--- src/rtl/alu_exec_multicycle.sv ---
// alu_exec_multicycle: execute-stage ALU with start/ready/done handshake and iterative left shift
// Ports: clk, rst (async active-high); start, ALU_Control[2:0], A, B in;
//        ready (IDLE), busy (SHIFT), done (one-cycle pulse), result, zero out.
// Define ALU_FAST_SHIFT_EN to replace the iterative shifter with a one-cycle barrel shift.
module alu_exec_multicycle #(
  parameter int WIDTH   = 32,
  parameter int SHAMT_W = 5
) (
  input  logic             clk,
  input  logic             rst,
  input  logic             start,
  input  logic [2:0]       ALU_Control,
  input  logic [WIDTH-1:0] A,
  input  logic [WIDTH-1:0] B,
  output logic             ready,
  output logic             busy,
  output logic             done,
  output logic [WIDTH-1:0] result,
  output logic             zero
);
  typedef enum logic [1:0] {IDLE, SHIFT, DONE} state_t;
  state_t state, state_n;
  logic [SHAMT_W-1:0] cnt, cnt_n;
  logic [WIDTH-1:0] result_n, alu;
  logic wr;
  assign ready = state == IDLE;
  assign busy  = state == SHIFT;
  assign done  = state == DONE;
  // Unused codes fall through to ADD, matching the decoder default.
  always_comb
    alu = ALU_Control == 3'b001 ? A - B :
          ALU_Control == 3'b010 ? A & B :
          ALU_Control == 3'b100 ? {{(WIDTH-1){1'b0}}, $signed(A) < $signed(B)} :
          A + B;
  always_comb begin
    state_n  = state;
    result_n = result;
    cnt_n    = cnt;
    wr       = 1'b0;
    case (state)
      IDLE: if (start) begin
        wr = 1'b1;
        if (ALU_Control == 3'b011) begin
`ifdef ALU_FAST_SHIFT_EN
          result_n = A << B[SHAMT_W-1:0];
          state_n  = DONE;
`else
          result_n = A;
          cnt_n    = B[SHAMT_W-1:0];
          state_n  = cnt_n == '0 ? DONE : SHIFT;
`endif
        end else begin
          result_n = alu;
          state_n  = DONE;
        end
      end
      SHIFT: begin
        wr       = 1'b1;
        result_n = {result[WIDTH-2:0], 1'b0};
        cnt_n    = cnt - 1'b1;
        state_n  = cnt == SHAMT_W'(1) ? DONE : SHIFT;
      end
      default: state_n = IDLE;
    endcase
  end
  always_ff @(posedge clk or posedge rst)
    if (rst) begin
      state  <= IDLE;
      result <= '0;
      zero   <= 1'b0;
      cnt    <= '0;
    end else begin
      state <= state_n;
      cnt   <= cnt_n;
      if (wr) begin
        result <= result_n;
        zero   <= result_n == '0;
      end
    end
endmodule
--- config.mk ---
export PLATFORM = sky130hd
export DESIGN_NAME = alu_exec_multicycle
export DESIGN_NICKNAME = d
export VERILOG_FILES = /design/src/rtl/alu_exec_multicycle.sv
export SDC_FILE = /design/constraint.sdc
export NUM_CORES = 1
export LEC_CHECK = 0
export CELL_PAD_IN_SITES_DETAIL_PLACEMENT = 2
export CELL_PAD_IN_SITES_GLOBAL_PLACEMENT = 2
export CORE_MARGIN = 2
export CORE_UTILIZATION = 23
export CTS_CLUSTER_DIAMETER = 40
export DETAILED_ROUTE_END_ITERATION = 16
export HOLD_SLACK_MARGIN = 0.06
export PLACE_DENSITY_LB_ADDON = 0.1
export SYNTH_ARGS = -nofsm -noshare
export SYNTH_HDL_FRONTEND = slang
export SYNTH_SLANG_ARGS = --single-unit
--- constraint.sdc ---
create_clock -name clk -period 4.33 [get_ports clk]
set_clock_uncertainty 0.2 [all_clocks]
set_input_delay 0.6495 -clock clk [delete_from_list [all_inputs] [get_ports clk]]
set_output_delay 0.6495 -clock clk [all_outputs]
set_load 0.005 [all_outputs]
==> run_summary.xml <==
<?xml version="1.0" encoding="UTF-8"?>
<metrics>
  <group name="run_status">
    <metric name="run_status" unit="">completed</metric>
  </group>
  <group name="drt">
    <metric name="drt_first_pass_iters" unit="">5</metric>
    <metric name="avgViaCountPerCell" unit="">5.50</metric>
    <metric name="drcViolationCount" unit="">0</metric>
    <metric name="route.antenna.remaining_nets" unit="">0</metric>
    <metric name="route.final.wire_length" unit="mm">46.6</metric>
    <metric name="vias" unit="">10300</metric>
    <metric name="drtIter0Drc" unit="">550</metric>
    <metric name="detail_routed_net_length_per_standard_cell" unit="µm">24.9</metric>
  </group>
  <group name="worst_setup_path">
    <metric name="kind_of_launch_point_of_the_worst_setup_path" unit="">input port</metric>
    <metric name="critical_path_peak_fanout" unit="">4</metric>
    <metric name="ff2ff_setup_slack" unit="ns">0.49</metric>
    <metric name="worst-setup-path-type" unit="">input port to register</metric>
    <metric name="r2r.worst_path.cells" unit="">13</metric>
    <metric name="r2r_end" unit="">zero</metric>
    <metric name="critical_path.reg2reg.startpoint" unit="">state[1]</metric>
    <metric name="worst_setup_path_end_kind" unit="">register</metric>
    <metric name="required" unit="ns">4.30</metric>
    <metric name="cp_data_arrival_time" unit="ns">4.28</metric>
  </group>
  <group name="power_and_ir_drop">
    <metric name="cellLeakagePower" unit="µW">0.00542</metric>
    <metric name="worst_ir_drop_vdd" unit="V">0.000153</metric>
    <metric name="design_power_total" unit="µW">3800</metric>
    <metric name="power_density" unit="mW/mm²">304</metric>
  </group>
  <group name="placed_design">
    <metric name="numPortBuffers" unit="">105</metric>
    <metric name="place.detailed.hpwl" unit="mm">38.1</metric>
    <metric name="gp_congestion" unit="">0.936</metric>
    <metric name="post-place-cells" unit="">1843</metric>
  </group>
  <group name="global_route">
    <metric name="grt_antenna_before_repair" unit="">0</metric>
    <metric name="grt_max_degree" unit="">41</metric>
    <metric name="grt_pass1_wl" unit="mm">70.0</metric>
    <metric name="first_global_vias" unit="">11100</metric>
    <metric name="total_congestion_overflow_after_global_routing" unit="">0</metric>
    <metric name="grt_util_all_layers" unit="">0.275</metric>
  </group>
  <group name="layout">
    <metric name="area_growth" unit="%">69.2</metric>
    <metric name="drive_above_1_share" unit="">0.351</metric>
    <metric name="final_net_count" unit="">1603</metric>
    <metric name="layout.cells.non_filler" unit="">1868</metric>
    <metric name="layout_common_cells" unit="">350 x buf_4, 117 x nor2_1, 97 x a21oi_1</metric>
    <metric name="antenna-diode-count" unit="">0</metric>
    <metric name="layout_commonest_cell" unit="">buf_4</metric>
  </group>
  <group name="yosys">
    <metric name="post_synth.cell_area_avg" unit="µm²">7.00</metric>
    <metric name="yosys.area_share.adder" unit="">0.117</metric>
    <metric name="syn_area" unit="mm²">0.00737</metric>
    <metric name="most_used_flip_flop_cell_after_synthesis" unit="">dfrtp_1</metric>
    <metric name="parity_gate_share_of_the_synthesized_area_counting_xor_and_xnor_cells" unit="">0.0428</metric>
    <metric name="synth.mux.area_fraction" unit="">0.0182</metric>
    <metric name="yosysUniqueCellTypes" unit="">88</metric>
    <metric name="synth.ff_latch_count" unit="">40</metric>
    <metric name="synth_top_family_by_area" unit="">compound AO/OA/AOI/OAI gates</metric>
    <metric name="synth_nets" unit="">1191</metric>
    <metric name="synth-simple-area-share" unit="">0.237</metric>
    <metric name="synth-compound-area-share" unit="">0.376</metric>
    <metric name="postSynthCellCount" unit="">1053</metric>
    <metric name="synth_edf_count" unit="">0</metric>
    <metric name="yosysWarnings" unit="">0</metric>
    <metric name="yosysSeqAreaShare" unit="">0.136</metric>
    <metric name="postSynth.asyncResetShare" unit="">1.00</metric>
  </group>
  <group name="timing">
    <metric name="setup_repair_after_global_routing_missed_its_margin" unit="">yes</metric>
    <metric name="achievable-frequency" unit="GHz">0.232</metric>
    <metric name="timing.slew.headroom" unit="">0.330</metric>
    <metric name="hold-worst-slack" unit="ns">0.345</metric>
    <metric name="setup_tns" unit="ns">0</metric>
    <metric name="layout_min_cycle_time" unit="ns">4.31</metric>
    <metric name="least_margin_pin_slew" unit="ns">1.00</metric>
    <metric name="setup_viol" unit="">0</metric>
    <metric name="hold_viol" unit="">0</metric>
    <metric name="final_min_period_over_clock_period" unit="">0.995</metric>
    <metric name="finalMaxSlewViolations" unit="">0</metric>
  </group>
  <group name="floorplan">
    <metric name="start_util" unit="">0.234</metric>
    <metric name="core_area" unit="mm²">0.0316</metric>
    <metric name="chipWidth" unit="µm">183</metric>
    <metric name="die_area" unit="mm²">0.0335</metric>
    <metric name="io_pins" unit="">106</metric>
    <metric name="die_h" unit="µm">183</metric>
    <metric name="floorplan_row_count" unit="">65</metric>
  </group>
  <group name="run">
    <metric name="drv_cap" unit="">0</metric>
  </group>
  <group name="cts">
    <metric name="root_buffer" unit="">clkbuf_16</metric>
    <metric name="tritoncts.num_buffers" unit="">5</metric>
    <metric name="cts_tree" unit="">done</metric>
    <metric name="holdBufCountCts" unit="">0</metric>
    <metric name="insertion_delay" unit="ns">0.30</metric>
    <metric name="cts-root-to-sink-buffers" unit="">2</metric>
    <metric name="cts.reportedPaths.clkPinSlew" unit="ns">0.07</metric>
    <metric name="cts_sinks" unit="">40</metric>
    <metric name="cts_max_level" unit="">2</metric>
  </group>
  <group name="hold_path">
    <metric name="worst_min_delay_path_class" unit="">register to register</metric>
    <metric name="worstHoldStart" unit="">zero</metric>
    <metric name="hold-path-cell-count" unit="">2</metric>
    <metric name="min_to" unit="">zero</metric>
  </group>
</metrics>
cells by family after synthesis:
logic type	after synthesis
flip-flops	40
adder cells (fa/ha/maj)	68
XOR/XNOR	36
AO/OA/AOI/OAI	399
multiplexers	13
AND/OR/NAND/NOR	359
buffers and inverters	138
worst max path at each step:
stage                from  cells after the start  endpoint
finish              B[12]                     15      zero
global route        B[10]                     15      zero
CTS                  A[0]                     16      zero
detailed placement   B[0]                     15      zero
global placement     B[4]                     17      zero
floorplan            A[0]                     15      zero
critical path, cell delays in order:
cell and delay (ns):
clkdlybuf4s50_1 0.48, inv_1 0.07, ha_4 0.29, inv_1 0.08
buf_4 0.15, a21oi_1 0.28, o31ai_1 0.18, nor3_1 0.48
nor4_1 0.13, o31a_1 0.32, a311oi_1 0.63, nand4b_1 0.28
nor4_4 0.07, nand4b_1 0.13, o41ai_2 0.09
per-layer routing:
metal	routed length (µm)	part of all wire	track usage
met5	0	0	0
met4	1210	0.026	0.0730
met3	2100	0.045	0.0266
met2	22500	0.48	0.479
met1	20700	0.45	0.362
metrics by stage:
stage                     instance area, µm²  utilization  setup slack (ns)
after floorplan                         7370            -             0.233
after global placement                 11300        0.358            -0.947
after detailed placement               11300        0.358             -1.01
after CTS                              12200        0.387           0.00235
after global routing                   12500        0.395            -0.179
final                                  12500        0.395            0.0230
synth_stat cells (10+ instances only):
master / instances / area, µm²
dfrtp_1: 40 / 1000
o22ai_1: 30 / 188
ha_1: 66 / 826
inv_1: 68 / 255
o31ai_1: 17 / 128
o211ai_1: 18 / 135
nor2b_1: 18 / 113
buf_2: 12 / 60.1
mux2i_1: 10 / 100
or4_1: 10 / 75.1
buf_1: 12 / 45.0
a211oi_1: 11 / 82.6
nor4_1: 16 / 100
nor2_1: 121 / 454
o21bai_1: 15 / 113
clkbuf_1: 41 / 154
nor3_1: 31 / 155
nand2_1: 83 / 312
o21ai_0: 42 / 210
a21o_1: 17 / 128
nand3_1: 23 / 115
xnor2_1: 30 / 263
a21oi_1: 110 / 551
a31oi_1: 11 / 68.8
state kept, by name (all words and copies together), names as in the netlist:
signal / count
cnt: 5
result: 32
state: 2
zero: 1
cell type report:
type | count | area, µm²
multi-input cells | 875 | 6640
repair buffers | 472 | 3910
fillers | 3662 | 19100
inverters | 71 | 267
clock inverters | 3 | 23.8
flip-flops and latches | 40 | 1000
clock buffers | 5 | 125
well taps | 402 | 503
report_power, final:
| group | switching [µW] | total, µW | internal (µW) |
|---|---|---|---|
| Sequential | 283 | 810 | 528 |
| Clock | 191 | 406 | 216 |
| Combinational | 1310 | 2580 | 1270 |
| Total | 1790 | 3800 | 2010 |
repair_timing:
action,4_1_cts,5_1_grt
resized for setup,134,54
endpoints found under the setup margin,5,2
pin swaps,58,15
buffers inserted,12,6
Note: power is estimated with default switching activity, not from simulation.
